$ cat config.mk
export PLATFORM = sky130hd
export DESIGN_NAME = oversample_phase_ctrl_flat
export DESIGN_NICKNAME = d
export VERILOG_FILES = /design/src/rtl/oversample_pkg.sv /design/src/rtl/oversample_phase_ctrl_if.sv /design/src/rtl/oversample_edge_hist.sv /design/src/rtl/oversample_phase_ctrl.sv /design/src/flat_wrapper.sv
export SDC_FILE = /design/constraint.sdc
export NUM_CORES = 1
export LEC_CHECK = 0
export CORE_UTILIZATION = 45
export DETAILED_ROUTE_END_ITERATION = 16
export DONT_BUFFER_PORTS = 1
export PLACE_DENSITY_LB_ADDON = 0.3
export SYNTH_ARGS = -nofsm -noshare
export SYNTH_HDL_FRONTEND = slang
export SYNTH_SLANG_ARGS = --single-unit
$ cat constraint.sdc
create_clock -name clk -period 21.2 [get_ports clk]
set_input_delay 2.12 -clock clk [delete_from_list [all_inputs] [get_ports clk]]
set_output_delay 2.12 -clock clk [all_outputs]
set_load 0.03 [all_outputs]
$ cat src/rtl/oversample_pkg.sv
// -----------------------------------------------------------------------------
// oversample_pkg
// Shared types and constants for the 4x oversampling data-recovery controller.
//   phase_t          : sampling phase P (samples taken at P and P+4)
//   dru_state_e      : controller state, ACQ (acquiring) or TRACK
//   SAMPLES_PER_CLK  : samples delivered by the front end per clk (2 UI)
//   OVERSAMPLE_RATIO : samples per UI, also the number of phase bins
//   PHASE_RESET      : centre phase used after reset
// Optional feature macro used by the files of this block: OVERSAMPLE_STATS_EN.
// -----------------------------------------------------------------------------
package oversample_pkg;

  localparam int SAMPLES_PER_CLK  = 8;
  localparam int OVERSAMPLE_RATIO = 4;

  typedef logic [1:0] phase_t;

  typedef enum logic {
    ACQ   = 1'b0,
    TRACK = 1'b1
  } dru_state_e;

  localparam phase_t PHASE_RESET = 2'd2;

endpackage

$ cat src/rtl/oversample_phase_ctrl_if.sv
// -----------------------------------------------------------------------------
// oversample_phase_ctrl_if
// Bundles the sample input and recovered-data outputs of oversample_phase_ctrl.
//   enable, sample_window            : from the front end (master drives)
//   data_bits, data_num, data_valid  : recovered bits toward the deserializer
//   phase, locked                    : current sampling phase and lock flag
//   dbg_state                        : controller state for observation
//   slip_inc_cnt, slip_dec_cnt,
//   ambig_cnt                        : only when OVERSAMPLE_STATS_EN is defined
//
// Handshake: data_valid is a pure qualifier with no backpressure. In any cycle
// with data_valid=1 the low data_num bits of data_bits are one recovered group
// ([0] earliest); the consumer must take it that cycle. With data_valid=0 the
// data outputs carry no information.
// -----------------------------------------------------------------------------
interface oversample_phase_ctrl_if;
  import oversample_pkg::*;

  logic                       enable;
  logic [SAMPLES_PER_CLK-1:0] sample_window;
  logic [2:0]                 data_bits;
  logic [1:0]                 data_num;
  logic                       data_valid;
  phase_t                     phase;
  logic                       locked;
  dru_state_e                 dbg_state;
`ifdef OVERSAMPLE_STATS_EN
  logic [15:0]                slip_inc_cnt;
  logic [15:0]                slip_dec_cnt;
  logic [15:0]                ambig_cnt;
`endif

  modport master (
    output enable, sample_window,
    input  data_bits, data_num, data_valid, phase, locked, dbg_state
`ifdef OVERSAMPLE_STATS_EN
    , input slip_inc_cnt, slip_dec_cnt, ambig_cnt
`endif
  );

  modport slave (
    input  enable, sample_window,
    output data_bits, data_num, data_valid, phase, locked, dbg_state
`ifdef OVERSAMPLE_STATS_EN
    , output slip_inc_cnt, slip_dec_cnt, ambig_cnt
`endif
  );

endinterface

$ cat src/rtl/oversample_edge_hist.sv
// -----------------------------------------------------------------------------
// oversample_edge_hist
// Edge detector plus per-phase edge histogram over a window of WIN_LEN
// enabled cycles.
//   clk, aresetn     : clock, synchronous active-low reset
//   enable_i         : 0 freezes every register of this block
//   sample_window_i  : 8 samples of this cycle, [0] earliest
//   hist_o[p]        : saturating edge count of bin p for the current window
//   win_done_o       : high during the first enabled cycle after a full window;
//                      hist_o then holds the complete window, and that cycle's
//                      edges seed the next window instead of being accumulated
// -----------------------------------------------------------------------------
module oversample_edge_hist
  import oversample_pkg::*;
#(
  parameter int WIN_LEN = 256,
  parameter int CNT_W   = 10
) (
  input  logic                                   clk,
  input  logic                                   aresetn,
  input  logic                                   enable_i,
  input  logic [SAMPLES_PER_CLK-1:0]             sample_window_i,
  output logic [OVERSAMPLE_RATIO-1:0][CNT_W-1:0] hist_o,
  output logic                                   win_done_o
);

  localparam int WIN_W = $clog2(WIN_LEN);
  localparam logic [CNT_W-1:0] CNT_MAX = '1;

  logic                                   prev_sample_q;
  logic [WIN_W-1:0]                       win_cnt_q;
  logic                                   win_done_q;
  logic [OVERSAMPLE_RATIO-1:0][CNT_W-1:0] hist_q, hist_d;
  logic [SAMPLES_PER_CLK-1:0]             edge_vec;

  // Bit i flags a transition between sample i-1 and sample i; sample -1 is
  // the last sample of the previous enabled cycle.
  assign edge_vec = sample_window_i ^ {sample_window_i[SAMPLES_PER_CLK-2:0], prev_sample_q};

  function automatic logic [CNT_W-1:0] sat_add(input logic [CNT_W-1:0] base,
                                               input logic [1:0]       inc);
    logic [CNT_W:0] sum;
    sum = {1'b0, base} + {{(CNT_W-1){1'b0}}, inc};
    return sum[CNT_W] ? CNT_MAX : sum[CNT_W-1:0];
  endfunction

  always_comb begin
    hist_d = hist_q;
    for (int p = 0; p < OVERSAMPLE_RATIO; p++) begin
      hist_d[p] = sat_add(win_done_q ? '0 : hist_q[p],
                          {1'b0, edge_vec[p]} + {1'b0, edge_vec[p+OVERSAMPLE_RATIO]});
    end
  end

  always_ff @(posedge clk) begin
    if (!aresetn) begin
      prev_sample_q <= 1'b0;
      win_cnt_q     <= '0;
      win_done_q    <= 1'b0;
      hist_q        <= '0;
    end else if (enable_i) begin
      prev_sample_q <= sample_window_i[SAMPLES_PER_CLK-1];
      win_cnt_q     <= win_cnt_q + 1'b1;
      // WIN_LEN is a power of two, so an all-ones count marks the last cycle
      win_done_q    <= &win_cnt_q;
      hist_q        <= hist_d;
    end
  end

  assign hist_o     = hist_q;
  assign win_done_o = win_done_q;

endmodule

$ cat src/rtl/oversample_phase_ctrl.sv
// -----------------------------------------------------------------------------
// oversample_phase_ctrl
// Data-recovery controller behind a 4x oversampling front end. Histograms edge
// positions per window, steers the sampling phase by at most one step per
// window, and emits 1/2/3 recovered bits per cycle so phase wraps absorb drift.
//   clk      : fabric clock
//   aresetn  : synchronous active-low reset
//   bus      : oversample_phase_ctrl_if.slave (enable, sample_window in;
//              data_bits, data_num, data_valid, phase, locked, dbg_state out)
// Optional: define OVERSAMPLE_STATS_EN to add slip_inc_cnt, slip_dec_cnt and
// ambig_cnt event counters on the interface.
// Data latency: sample_window registered at edge k appears on the data outputs
// after edge k+1. A new phase applies from the cycle after the window end.
// -----------------------------------------------------------------------------
module oversample_phase_ctrl
  import oversample_pkg::*;
#(
  parameter int WIN_LEN      = 256,
  parameter int MIN_EDGES    = 8,
  parameter int LOCK_WINDOWS = 4,
  parameter int CNT_W        = 10
) (
  input logic                   clk,
  input logic                   aresetn,
  oversample_phase_ctrl_if.slave bus
);

  localparam int SUM_W  = CNT_W + 2;
  localparam int LOCK_W = $clog2(LOCK_WINDOWS + 1);
  localparam logic [LOCK_W-1:0] LOCK_SAT = LOCK_W'(LOCK_WINDOWS);
  localparam logic [SUM_W-1:0]  MIN_SUM  = SUM_W'(MIN_EDGES);

  // ---------------------------------------------------------------------------
  // Edge histogram
  // ---------------------------------------------------------------------------
  logic [OVERSAMPLE_RATIO-1:0][CNT_W-1:0] hist;
  logic                                   win_done;

  oversample_edge_hist #(
    .WIN_LEN (WIN_LEN),
    .CNT_W   (CNT_W)
  ) u_edge_hist (
    .clk             (clk),
    .aresetn         (aresetn),
    .enable_i        (bus.enable),
    .sample_window_i (bus.sample_window),
    .hist_o          (hist),
    .win_done_o      (win_done)
  );

  // ---------------------------------------------------------------------------
  // Window decision
  // ---------------------------------------------------------------------------
  dru_state_e        state_q, state_d;
  phase_t            phase_q, phase_d;
  logic [LOCK_W-1:0] lock_cnt_q, lock_cnt_d;

  logic [SUM_W-1:0]  hist_sum;
  logic [CNT_W-1:0]  max_cnt;
  phase_t            edge_bin;
  phase_t            held_bin;
  phase_t            delta;
  logic              acted;

  // Edge bin whose target phase equals the current phase; it wins any tie.
  assign held_bin = phase_q + 2'd2;

  always_comb begin
    hist_sum = '0;
    max_cnt  = hist[0];
    edge_bin = '0;
    for (int i = 0; i < OVERSAMPLE_RATIO; i++) begin
      hist_sum = hist_sum + SUM_W'(hist[i]);
    end
    // Strict compare keeps the lowest index among equal maxima
    for (int i = 1; i < OVERSAMPLE_RATIO; i++) begin
      if (hist[i] > max_cnt) begin
        max_cnt  = hist[i];
        edge_bin = phase_t'(i);
      end
    end
    if (hist[held_bin] == max_cnt) edge_bin = held_bin;
  end

  // Target sits half a UI from the edge; delta is target minus current phase
  assign delta = edge_bin + 2'd2 - phase_q;
  assign acted = bus.enable & win_done & (hist_sum >= MIN_SUM);

  // ---------------------------------------------------------------------------
  // Controller FSM
  // ---------------------------------------------------------------------------
  always_ff @(posedge clk) begin
    if (!aresetn) begin
      state_q    <= ACQ;
      phase_q    <= PHASE_RESET;
      lock_cnt_q <= '0;
    end else begin
      state_q    <= state_d;
      phase_q    <= phase_d;
      lock_cnt_q <= lock_cnt_d;
    end
  end

  always_comb begin
    state_d    = state_q;
    phase_d    = phase_q;
    lock_cnt_d = lock_cnt_q;
    case (state_q)
      ACQ:     if (acted) state_d = TRACK;
      TRACK:   state_d = TRACK;
      default: state_d = ACQ;
    endcase
    if (acted) begin
      case (delta)
        2'd0: if (lock_cnt_q != LOCK_SAT) lock_cnt_d = lock_cnt_q + 1'b1;
        2'd1: begin
          phase_d    = phase_q + 2'd1;
          lock_cnt_d = '0;
        end
        2'd3: begin
          phase_d    = phase_q - 2'd1;
          lock_cnt_d = '0;
        end
        // Edge opposite the sampling point: direction unknown, hold phase
        default: lock_cnt_d = '0;
      endcase
    end
  end

  // ---------------------------------------------------------------------------
  // Bit recovery pipeline
  // ---------------------------------------------------------------------------
  logic [SAMPLES_PER_CLK-1:0] s1_win_q;
  phase_t                     s1_phase_q;
  logic                       s1_valid_q;
  logic                       s1_wrap_inc_q;
  logic                       s1_wrap_dec_q;
  phase_t                     prev_phase_q;   // phase of the last enabled sample

  always_ff @(posedge clk) begin
    if (!aresetn) begin
      s1_win_q      <= '0;
      s1_phase_q    <= PHASE_RESET;
      s1_valid_q    <= 1'b0;
      s1_wrap_inc_q <= 1'b0;
      s1_wrap_dec_q <= 1'b0;
      prev_phase_q  <= PHASE_RESET;
    end else begin
      s1_valid_q <= bus.enable & (state_q == TRACK);
      if (bus.enable) begin
        s1_win_q      <= bus.sample_window;
        s1_phase_q    <= phase_q;
        s1_wrap_inc_q <= (prev_phase_q == 2'd3) && (phase_q == 2'd0);
        s1_wrap_dec_q <= (prev_phase_q == 2'd0) && (phase_q == 2'd3);
        prev_phase_q  <= phase_q;
      end
    end
  end

  logic [2:0] bits_d, bits_q;
  logic [1:0] num_d, num_q;
  logic       valid_q;

  always_comb begin
    bits_d = '0;
    num_d  = '0;
    if (s1_valid_q) begin
      if (s1_wrap_inc_q) begin
        // Sampling point moved past the end of the cycle: one bit this time
        bits_d = {2'b00, s1_win_q[4]};
        num_d  = 2'd1;
      end else if (s1_wrap_dec_q) begin
        // Sampling point moved back across the cycle start: one extra bit
        bits_d = {s1_win_q[7], s1_win_q[3], s1_win_q[0]};
        num_d  = 2'd3;
      end else begin
        bits_d = {1'b0, s1_win_q[{1'b1, s1_phase_q}], s1_win_q[{1'b0, s1_phase_q}]};
        num_d  = 2'd2;
      end
    end
  end

  always_ff @(posedge clk) begin
    if (!aresetn) begin
      bits_q  <= '0;
      num_q   <= '0;
      valid_q <= 1'b0;
    end else begin
      bits_q  <= bits_d;
      num_q   <= num_d;
      valid_q <= s1_valid_q;
    end
  end

  assign bus.data_bits  = bits_q;
  assign bus.data_num   = num_q;
  assign bus.data_valid = valid_q;
  assign bus.phase      = phase_q;
  assign bus.locked     = (lock_cnt_q >= LOCK_SAT);
  assign bus.dbg_state  = state_q;

`ifdef OVERSAMPLE_STATS_EN
  // ---------------------------------------------------------------------------
  // Slip and ambiguity event counters (wrap-around)
  // ---------------------------------------------------------------------------
  logic [15:0] slip_inc_q, slip_dec_q, ambig_q;

  always_ff @(posedge clk) begin
    if (!aresetn) begin
      slip_inc_q <= '0;
      slip_dec_q <= '0;
      ambig_q    <= '0;
    end else if (acted) begin
      if (delta == 2'd1 && phase_q == 2'd3) slip_inc_q <= slip_inc_q + 16'd1;
      if (delta == 2'd3 && phase_q == 2'd0) slip_dec_q <= slip_dec_q + 16'd1;
      if (delta == 2'd2)                    ambig_q    <= ambig_q + 16'd1;
    end
  end

  assign bus.slip_inc_cnt = slip_inc_q;
  assign bus.slip_dec_cnt = slip_dec_q;
  assign bus.ambig_cnt    = ambig_q;
`endif

endmodule

$ cat src/flat_wrapper.sv
// flat-port wrapper written by rule: the top's interface ports become plain ports
module oversample_phase_ctrl_flat import oversample_pkg::*;
#(
  parameter int WIN_LEN      = 256,
  parameter int MIN_EDGES    = 8,
  parameter int LOCK_WINDOWS = 4,
  parameter int CNT_W        = 10
)
  (clk, aresetn, bus_enable, bus_sample_window, bus_data_bits, bus_data_num, bus_data_valid, bus_phase, bus_locked, bus_dbg_state);
  oversample_phase_ctrl_if bus_i ();
  input logic clk;
  input logic aresetn;
  input wire logic [$bits(bus_i.enable)-1:0] bus_enable;
  input wire logic [$bits(bus_i.sample_window)-1:0] bus_sample_window;
  output wire logic [$bits(bus_i.data_bits)-1:0] bus_data_bits;
  output wire logic [$bits(bus_i.data_num)-1:0] bus_data_num;
  output wire logic [$bits(bus_i.data_valid)-1:0] bus_data_valid;
  output wire logic [$bits(bus_i.phase)-1:0] bus_phase;
  output wire logic [$bits(bus_i.locked)-1:0] bus_locked;
  output wire logic [$bits(bus_i.dbg_state)-1:0] bus_dbg_state;
  assign bus_i.enable = bus_enable;
  assign bus_i.sample_window = bus_sample_window;
  assign bus_data_bits = bus_i.data_bits;
  assign bus_data_num = bus_i.data_num;
  assign bus_data_valid = bus_i.data_valid;
  assign bus_phase = bus_i.phase;
  assign bus_locked = bus_i.locked;
  assign bus_dbg_state = bus_i.dbg_state;
  oversample_phase_ctrl #(.WIN_LEN(WIN_LEN), .MIN_EDGES(MIN_EDGES), .LOCK_WINDOWS(LOCK_WINDOWS), .CNT_W(CNT_W)) u_core (.clk(clk), .aresetn(aresetn), .bus(bus_i));
endmodule
* After elaboration in Yosys (flattened, before gate mapping)
Index checks and enable logic that the tools add are counted.
** Word-level totals
- Memories :: 0
- RAM bits :: 0
- Input bits :: 11
- Latch bits :: 0
- Output and inout bits :: 10
- Bits in read-only memories :: 0
- Flip-flop bits (word level) :: 75
** Cells by class
- Bitwise logic cells :: 8
- Eq/ne operators :: 7
- Multiplexer cells :: 30
- Div/mod/pow operators :: 0
- Multipliers :: 0
- Add/subtract/negate cells :: 18
- Magnitude comparators :: 8
- Shift operators :: 0
- Reduce and logical (&&, ||, !) cells :: 12
** Operators by type and width (number)
- 2-to-1 mux 10 bit :: 12
- adder 10 x 2 -> 11 bit :: 4
- > comparator 10 bit :: 3
- adder 12 x 10 -> 12 bit :: 2
- binary-select mux 10 bit (select 2 bit) :: 1
- >= comparator 12 x 4 -> 1 bit, second input constant :: 1
- adder 10 x 10 -> 11 bit :: 1
- == test 10 bit :: 1
- adder 1 x 1 -> 2 bit :: 4
- adder 8 x 1 -> 8 bit, second input constant :: 1
- 2-to-1 mux 2 bit :: 4
- AND reduction 8 bit :: 1
- bitwise XOR 8 bit :: 1
- 2-to-1 mux 1 bit :: 7
- == test 2 bit, second input constant :: 3
- zero test 2 bit :: 3
- 2-to-1 mux 3 bit :: 2
- AND reduction 2 bit :: 3
- adder 2 bit, second input constant :: 2
- binary-select mux 1 bit (select 2 bit) :: 2
- < comparator 2 x 4 -> 1 bit, second input constant :: 1
- < comparator 3 x 4 -> 1 bit, second input constant :: 1
- NOT 1 bit :: 4
- one-hot mux 2 bit (2 select lines) :: 1
- other kinds (15) :: 18

* Longest topological paths before layout
Gate-level depths: netlist of run 1.
- Word-level depth :: 13
- Gate-level depth with buffers :: 34
- Gate-level depth less buffers :: 31

* Cells and area by module
A second synthesis of run 1 with hierarchy kept.
** Unflattened totals
- Cell total of the unflattened synthesis :: 722
- Area, all modules :: 6473.7 µm²
** By module, submodules not included
- oversample_phase_ctrl :: area each 3661.0 µm², instances 1, cells each 394
- oversample_edge_hist :: area each 2812.7 µm², instances 1, cells each 328

* Worst setup path before layout of run 1
OpenSTA, ideal clock, no wires.
- Path type :: register to register
- From :: reg u_core.u_edge_hist.hist_q (netlist bit u_core.u_edge_hist.hist_o[9])
- To :: reg u_core.phase_q[1], in the netlist u_core.bus.phase[1]
- Setup time :: 0.064 ns
- Clock period less this slack :: 7.438 ns
- Buffers on the path :: 1
- Stages on the path, launching flop included :: 31
- Slack :: 13.762 ns
- Arrival time :: 7.373 ns
- Path through :: dfxtp_1 inv_1 ha_1 a21oi_1 o211ai_2 or3_1 buf_4 a211oi_1 ha_1 and4_1 a2111oi_2 nor2_1 o31a_1 inv_1 ha_1 a21oi_1 o21ai_1 a2111o_1 a22oi_1 a221oi_1 xor2_1 a2111oi_4 and3_2 nor2_1 a21oi_1 ha_1 nor2b_1 nand3_1 a211o_1 a31oi_1 nand3b_1
** Between the ends
- Longest elaborated chain between the ends :: 13
** RTL lines
- from (decl) :: line oversample_edge_hist.sv:33 : logic [OVERSAMPLE_RATIO-1:0][CNT_W-1:0] hist_q, hist_d;
- from (signal assigned) :: line oversample_edge_hist.sv:66 : hist_q <= hist_d;
- > comparator 10 bit :: line oversample_phase_ctrl.sv:77 : if (hist[i] > max_cnt) begin
- 2-to-1 mux 10 bit :: line oversample_phase_ctrl.sv:77
- > comparator 10 bit :: line oversample_phase_ctrl.sv:77
- 2-to-1 mux 10 bit :: line oversample_phase_ctrl.sv:77
- > comparator 10 bit :: line oversample_phase_ctrl.sv:77
- 2-to-1 mux 10 bit :: line oversample_phase_ctrl.sv:77
- == test 10 bit :: line oversample_phase_ctrl.sv:82 : if (hist[held_bin] == max_cnt) edge_bin = held_bin;
- 2-to-1 mux 2 bit :: line oversample_phase_ctrl.sv:82
- adder 2 bit :: line oversample_phase_ctrl.sv:86 : assign delta = edge_bin + 2'd2 - phase_q;
- subtractor 2 bit :: line oversample_phase_ctrl.sv:86
- == test 2 x 1 -> 1 bit / == test 2 bit (equally long branches) :: line oversample_phase_ctrl.sv:114 : case (delta)
- nonzero test 2 bit (no source line)
- AND reduction 2 bit (no source line)
- to (signal assigned) :: line oversample_phase_ctrl.sv:99 : phase_q <= phase_d;
- to (decl) :: line oversample_phase_ctrl.sv:55 : phase_t phase_q, phase_d;
Several ways; a longest one is shown, not always the timed one. The select of a mux whose other input is x is not followed.
A chain may end at the register's enable or synchronous reset.

* Final worst setup path of run 1
Same ends and word-level chain as after synthesis.

==> results.toml, run 1 <==
[worst_setup_path]
r2r.worst_path.cells = 30
slowest_delay_ns = 0.84
startpoint_type = "flop"
cp.required_ns = 21.49
r2r_end = "u_core.bus.phase[1]"
r2r_setup_slack_ns = 11.95
worstPathMaxFanout = 9
end_kind = "flop"
arrival_ns = 9.54
cp_slowest_cell = "a2111oi_2"
r2r-start = "u_core.u_edge_hist.hist_o[9]"
crit_top_cell = "ha_1"
crit_type = "reg2reg"

[yosys]
syn_nets = 886
synth_edf_count = 0
async_flop_share = 0
synth_area_sq_mm = 0.00652
avgSynthCellArea_sq_um = 8.15
ys_seq_area_frac = 0.227
synthFlopType = "dfxtp_1"
ys_ff_latch = 74
yosysWarnings = 0
synth_cells = 800
ys_types = 68

[clocking]
cts_htree_levels = 3
tritoncts = "built"
ctsResizeCount = 0
post_cts_buffers = 0
clock_sinks = 74
clockBufferDepth = 2
clk_pin_slew_ns = 0.07
cts_root_buf = "clkbuf_16"
cts_hold_buf = 0
cts_inserted_buffers = 9
clock_latency_ns = 0.35

[pwr]
power_uw = 521
switching_share = 0.388
p_switching_uw = 202
pwr-share-clk = 0.312
vdd_drop_max_uv = 51.2
p_seq_frac = 0.302
p_int_uw = 318
p_per_area_mw_per_mm2 = 74.9
p_comb_frac = 0.386
power.leakage_uw = 0.00290

[worst_hold_path]
hp-start = "u_core.u_edge_hist.win_cnt_q[7]"
min_delay_worst_endpoint = "u_core.u_edge_hist.win_cnt_q[7]"
holdPathStages = 2
worstHoldPathType = "reg2reg"

[layout]
area_growth_pct = 6.68
final_common_cell = "inv_1"
drive_above_1_share = 0.0713
register_area_sq_mm = 0.00148
multi_input_area_sq_mm = 0.00459
final_cell_mix = "84 x inv_1, 74 x o21ai_0, 73 x dfxtp_1"
finish.instance_area_sq_mm = 0.00696
fin_nets = 866
fill_cells = 1364
num_antenna_cells = 0

[timing]
max_freq_mhz = 108
finalSetupViolCount = 0
worstMarginPinSlew_ns = 1.33
rsz0062_at_grt = "false"
setup_tns_ns = 0
min_period_over_period = 0.436
worst_clock_skew_ns = 0.00746
maxSlewViolCount = 0
final-hold-violation-count = 0
min_period_ns = 9.25
slew_headroom = 0.108

[detailed_routing]
drt_iter0_drc = 391
wl_per_cell_um = 20.3
vias = 5916
drt-pass1-iter-count = 5
ant_nets = 0
vias_per_cell = 6.13
drc = 0
finalWirelength_um = 19600

[global_routing]
antenna_found_initial = 0
grt_overflow = 0
grt_max_degree = 70
grt_pass1_wl_um = 30600
first_global_vias = 5632
grt.total_usage = 0.274

[status]
status = "finished clean"

[run]
cap_violations = 0

[floorplanning]
fp.coreArea_sq_mm = 0.0140
dieHeight_um = 122
io_pins = 21
die_w_um = 122
dieArea_sq_mm = 0.0150
rows = 43
initial_utilization = 0.466

[place]
dpl_cell_area_sq_mm = 0.00665
port_buffers = 0
dpl.hpwl_um = 14700
place_congestion = 0.976
[cells by family (layout without fill, tap and decap cells)]
| logic type | after synthesis | after routing | synth area share |
|---|---|---|---|
| compound gates | 229 | 229 | 0.235 |
| xor+xnor | 30 | 30 | 0.0403 |
| fa+ha+maj | 75 | 75 | 0.162 |
| mux | 28 | 28 | 0.0651 |
| flops | 74 | 74 | 0.227 |
| buf+inv | 119 | 104 | 0.0693 |
| simple gates | 245 | 245 | 0.201 |
[critical path, delay by kind of cell (launching register included)]
kind,cells,cell delay (ns)
compound gates,15,5.12
flops,1,0.47
xor+xnor,1,0.21
simple gates,8,1.89
fa+ha+maj,4,1.31
buf+inv,2,0.21
[final cells by class]
cell class              instances  share of cell area
inverters                      84              0.0453
flip-flops and latches         74               0.213
clock buffers                   9              0.0324
repair buffers                  4             0.00432
multi-input cells             607               0.661
well taps                     180              0.0324
clock inverters                 7              0.0119
[power groups by stage]
stage               clock network, uW  logic [uW]  registers (uW)
finish                            162         201             157
global route                      170         227             158
CTS                               167         200             157
detailed placement                  0         199             160
global placement                    0         197             160
floorplan                           0         159             154
[per-layer routing]
metal  global-route usage  part of all wire
met5                    0                 0
met4                0.126             0.036
met3               0.0437             0.061
met2                0.434              0.45
met1                0.364              0.45
[how the worst max path moves through the flow]
stage                                             from                  end  slack [ns]  depth (start not counted)
final                     u_core.u_edge_hist.hist_o[9]  u_core.bus.phase[1]       11.95                         30
after global routing      u_core.u_edge_hist.hist_o[9]  u_core.bus.phase[1]       11.47                         30
after CTS                 u_core.u_edge_hist.hist_o[9]  u_core.bus.phase[1]       12.07                         30
after detailed placement  u_core.u_edge_hist.hist_o[9]  u_core.bus.phase[1]       12.12                         30
after global placement    u_core.u_edge_hist.hist_o[9]  u_core.bus.phase[1]       12.23                         30
after floorplan           u_core.u_edge_hist.hist_o[9]  u_core.bus.phase[1]       13.76                         30
[through the flow]
stage / utilization / instances / hold slack, ns / setup slack, ns
final: 0.497 / 965 / 0.496 / 11.95
after global routing: 0.497 / 965 / 0.515 / 11.47
after CTS: 0.497 / 965 / 0.502 / 12.07
after detailed placement: 0.475 / 949 / 0.493 / 12.12
after global placement: 0.475 / 949 / 0.481 / 12.23
after floorplan: - / 800 / 0.457 / 13.76
[synth_stat cells (5+ instances only)]
library cell | count | area share
a2111oi_0 | 7 | 0.0094
xor2_1 | 7 | 0.0094
inv_1 | 84 | 0.048
xnor2_1 | 23 | 0.031
a31oi_1 | 5 | 0.0048
o21bai_1 | 6 | 0.0069
mux2_2 | 5 | 0.0086
a21oi_1 | 52 | 0.040
fa_1 | 16 | 0.049
mux2i_1 | 12 | 0.018
or3_1 | 7 | 0.0067
o21ai_0 | 74 | 0.057
a21boi_0 | 13 | 0.015
dfxtp_1 | 74 | 0.23
ha_1 | 59 | 0.11
mux4_2 | 11 | 0.038
nand2b_1 | 8 | 0.0077
o221a_2 | 5 | 0.0086
and2_1 | 20 | 0.019
nor3_1 | 21 | 0.016
nor2_1 | 49 | 0.028
nor4_1 | 17 | 0.016
nand4_1 | 10 | 0.0096
clkbuf_1 | 29 | 0.017
a211oi_1 | 12 | 0.014
nor2b_1 | 16 | 0.015
nand2_1 | 39 | 0.022
o211a_1 | 5 | 0.0077
nand3_1 | 20 | 0.015
a221oi_1 | 5 | 0.0067
and3_1 | 20 | 0.019
[flip-flops by register name (all words and copies together), names as in the netlist, 2 cells and up]
name	cells
u_core.s1_win_q	7
u_core.bus.phase	2
u_core.u_edge_hist.hist_o	40
u_core.bus.data_bits	3
u_core.u_edge_hist.win_cnt_q	8
u_core.lock_cnt_q	3
u_core.bus.data_num	2
u_core.s1_phase_q	2
Note: power is estimated with default switching activity, not from simulation.
==> inputs of run 2 (changes only) <==
clock period = 9.45 ns   (was 21.2 ns; I/O delays follow)
==> run 2 against run 1 <==
Effect of this change: clock power up 130%; critical endpoint unchanged; highest routed layer is now met5; critical path type unchanged; largest cell class unchanged; worst hold slack better by 0.014 ns; worst setup slack worse by 11 ns; utilization up 0.41 points.
==> results.toml, run 2 (synthesis gave the netlist of run 1 again) <==
[place]
dpl_cell_area_sq_mm = 0.00669
port_buffers = 0
dpl.hpwl_um = 14900
dpl.cell_count = 955
place_congestion = 0.967

[detailed_routing]
finalWirelength_um = 19800
drt-pass1-iter-count = 5
drt_iter0_drc = 461
vias_per_cell = 6.27
ant_nets = 0
vias = 6096
wl_per_cell_um = 20.4
drc = 0

[global_routing]
grt_pass1_wl_um = 30600
grt.total_usage = 0.273
grt_overflow = 0
first_global_vias = 5764
grt_max_degree = 70
antenna_found_initial = 2

[layout]
area_growth_pct = 7.56
largest_reg_flops = 40
final_common_cell = "inv_1"
instances_no_fill = 972
finish.instance_area_sq_mm = 0.00701
fin_nets = 872
drive_above_1_share = 0.0809
final_cell_mix = "84 x inv_1, 74 x o21ai_0, 73 x dfxtp_1"

[worst_setup_path]
cp_slowest_cell = "or3_1"
end_kind = "flop"
cp.required_ns = 9.74
arrival_ns = 9.17
r2r_setup_slack_ns = 0.57
slowest_delay_ns = 0.59
r2r.worst_path.cells = 29
endpoint = "u_core.bus.phase[1]"
r2r_end = "u_core.bus.phase[1]"
worstSetupStartpoint = "u_core.u_edge_hist.hist_o[7]"
crit_type = "reg2reg"
startpoint_type = "flop"
r2r-start = "u_core.u_edge_hist.hist_o[7]"
worstPathMaxFanout = 18

[floorplanning]
initial_utilization = 0.466
rows = 43
dieHeight_um = 122
io_pins = 21
die_w_um = 122
dieArea_sq_mm = 0.0150
fp.coreArea_sq_mm = 0.0140

[worst_hold_path]
worstHoldPathType = "reg2reg"
hp-start = "u_core.u_edge_hist.win_cnt_q[7]"

[clocking]
tritoncts = "built"
cts_inserted_buffers = 9
clk_pin_slew_ns = 0.07
clockBufferDepth = 2
clock_latency_ns = 0.35
clock_sinks = 74
cts_root_buf = "clkbuf_16"
cts_htree_levels = 3
post_cts_buffers = 0

[timing]
finalSetupViolCount = 0
rsz0062_at_grt = "false"
worstMarginPinSlew_ns = 1.27
final-hold-violation-count = 0
min_period_ns = 8.88
hold_ws_ns = 0.510
setup_tns_ns = 0
min_period_over_period = 0.940
max_freq_mhz = 113
maxSlewViolCount = 0
worst_clock_skew_ns = 0.0117
slew_headroom = 0.149

[pwr]
pwr-share-clk = 0.311
p_int_uw = 722
p_switching_uw = 461
p_seq_frac = 0.297
vdd_drop_max_uv = 123
switching_share = 0.390
p_per_area_mw_per_mm2 = 169
power.leakage_uw = 0.00293
p_comb_frac = 0.392
power_uw = 1180

[run]
cap_violations = 0

[status]
status = "finished clean"
## run 2: per-stage QoR
step | setup slack (ns) | utilization
global route | 0.0644 | 0.501
floorplan | 2.01 | -
finish | 0.567 | 0.501
global placement | 0.770 | 0.478
CTS | 0.549 | 0.500
detailed placement | 0.590 | 0.478
## run 2: timing repair
item,CTS,global route
resized for setup,0,2
endpoints found under the setup margin,0,1
hold buffers,0,0
## run 2: worst min path at each step
stage | slack, ns | end | depth (start not counted)
3_3_place_gp | 0.48 | u_core.u_edge_hist.win_cnt_q[7] | 2
6_report | 0.51 | u_core.u_edge_hist.win_cnt_q[7] | 2
5_1_grt | 0.55 | u_core.u_edge_hist.win_cnt_q[7] | 2
2_1_floorplan | 0.46 | u_core.bus.data_valid | 2
3_5_place_dp | 0.50 | u_core.u_edge_hist.win_cnt_q[7] | 2
4_1_cts | 0.51 | u_core.u_edge_hist.win_cnt_q[7] | 2
## run 2: final cells by class
type                       count  area, sq um
timing repair buffer          10         75.1
inverter                      84          315
antenna                        1         2.50
multi-input combinational    607         4600
tap                          180          225
sequential                    74         1480
fill                        1393         6980
clock buffer                   9          225
clock inverter                 7         82.6
## run 2: critical path, delay by kind of cell, from the launching register on
family / cells / cell delay [ns]
buf+inv: 1 / 0.18
flops: 1 / 0.46
fa+ha+maj: 4 / 1.36
simple gates: 7 / 2.05
xor+xnor: 1 / 0.22
compound gates: 16 / 4.54
## run 2: metal layers
| layer | vias to the layer above | share of wire | track usage | wire (um) |
|---|---|---|---|---|
| met3 | 47 | 0.070 | 0.0553 | 1390 |
| met1 | 2947 | 0.44 | 0.359 | 8800 |
| li1 | 2860 | - | - | - |
| met5 | - | 0.00066 | 0 | 13 |
| met4 | 2 | 0.034 | 0.125 | 682 |
| met2 | 240 | 0.45 | 0.430 | 8970 |
## run 2: power by group through the flow
stage	combinational (uW)	clock [uW]	sequential [uW]
final	464	367	352
after CTS	458	372	351
after floorplan	358	0	346
after detailed placement	456	0	358
after global placement	445	0	357
after global routing	513	383	353
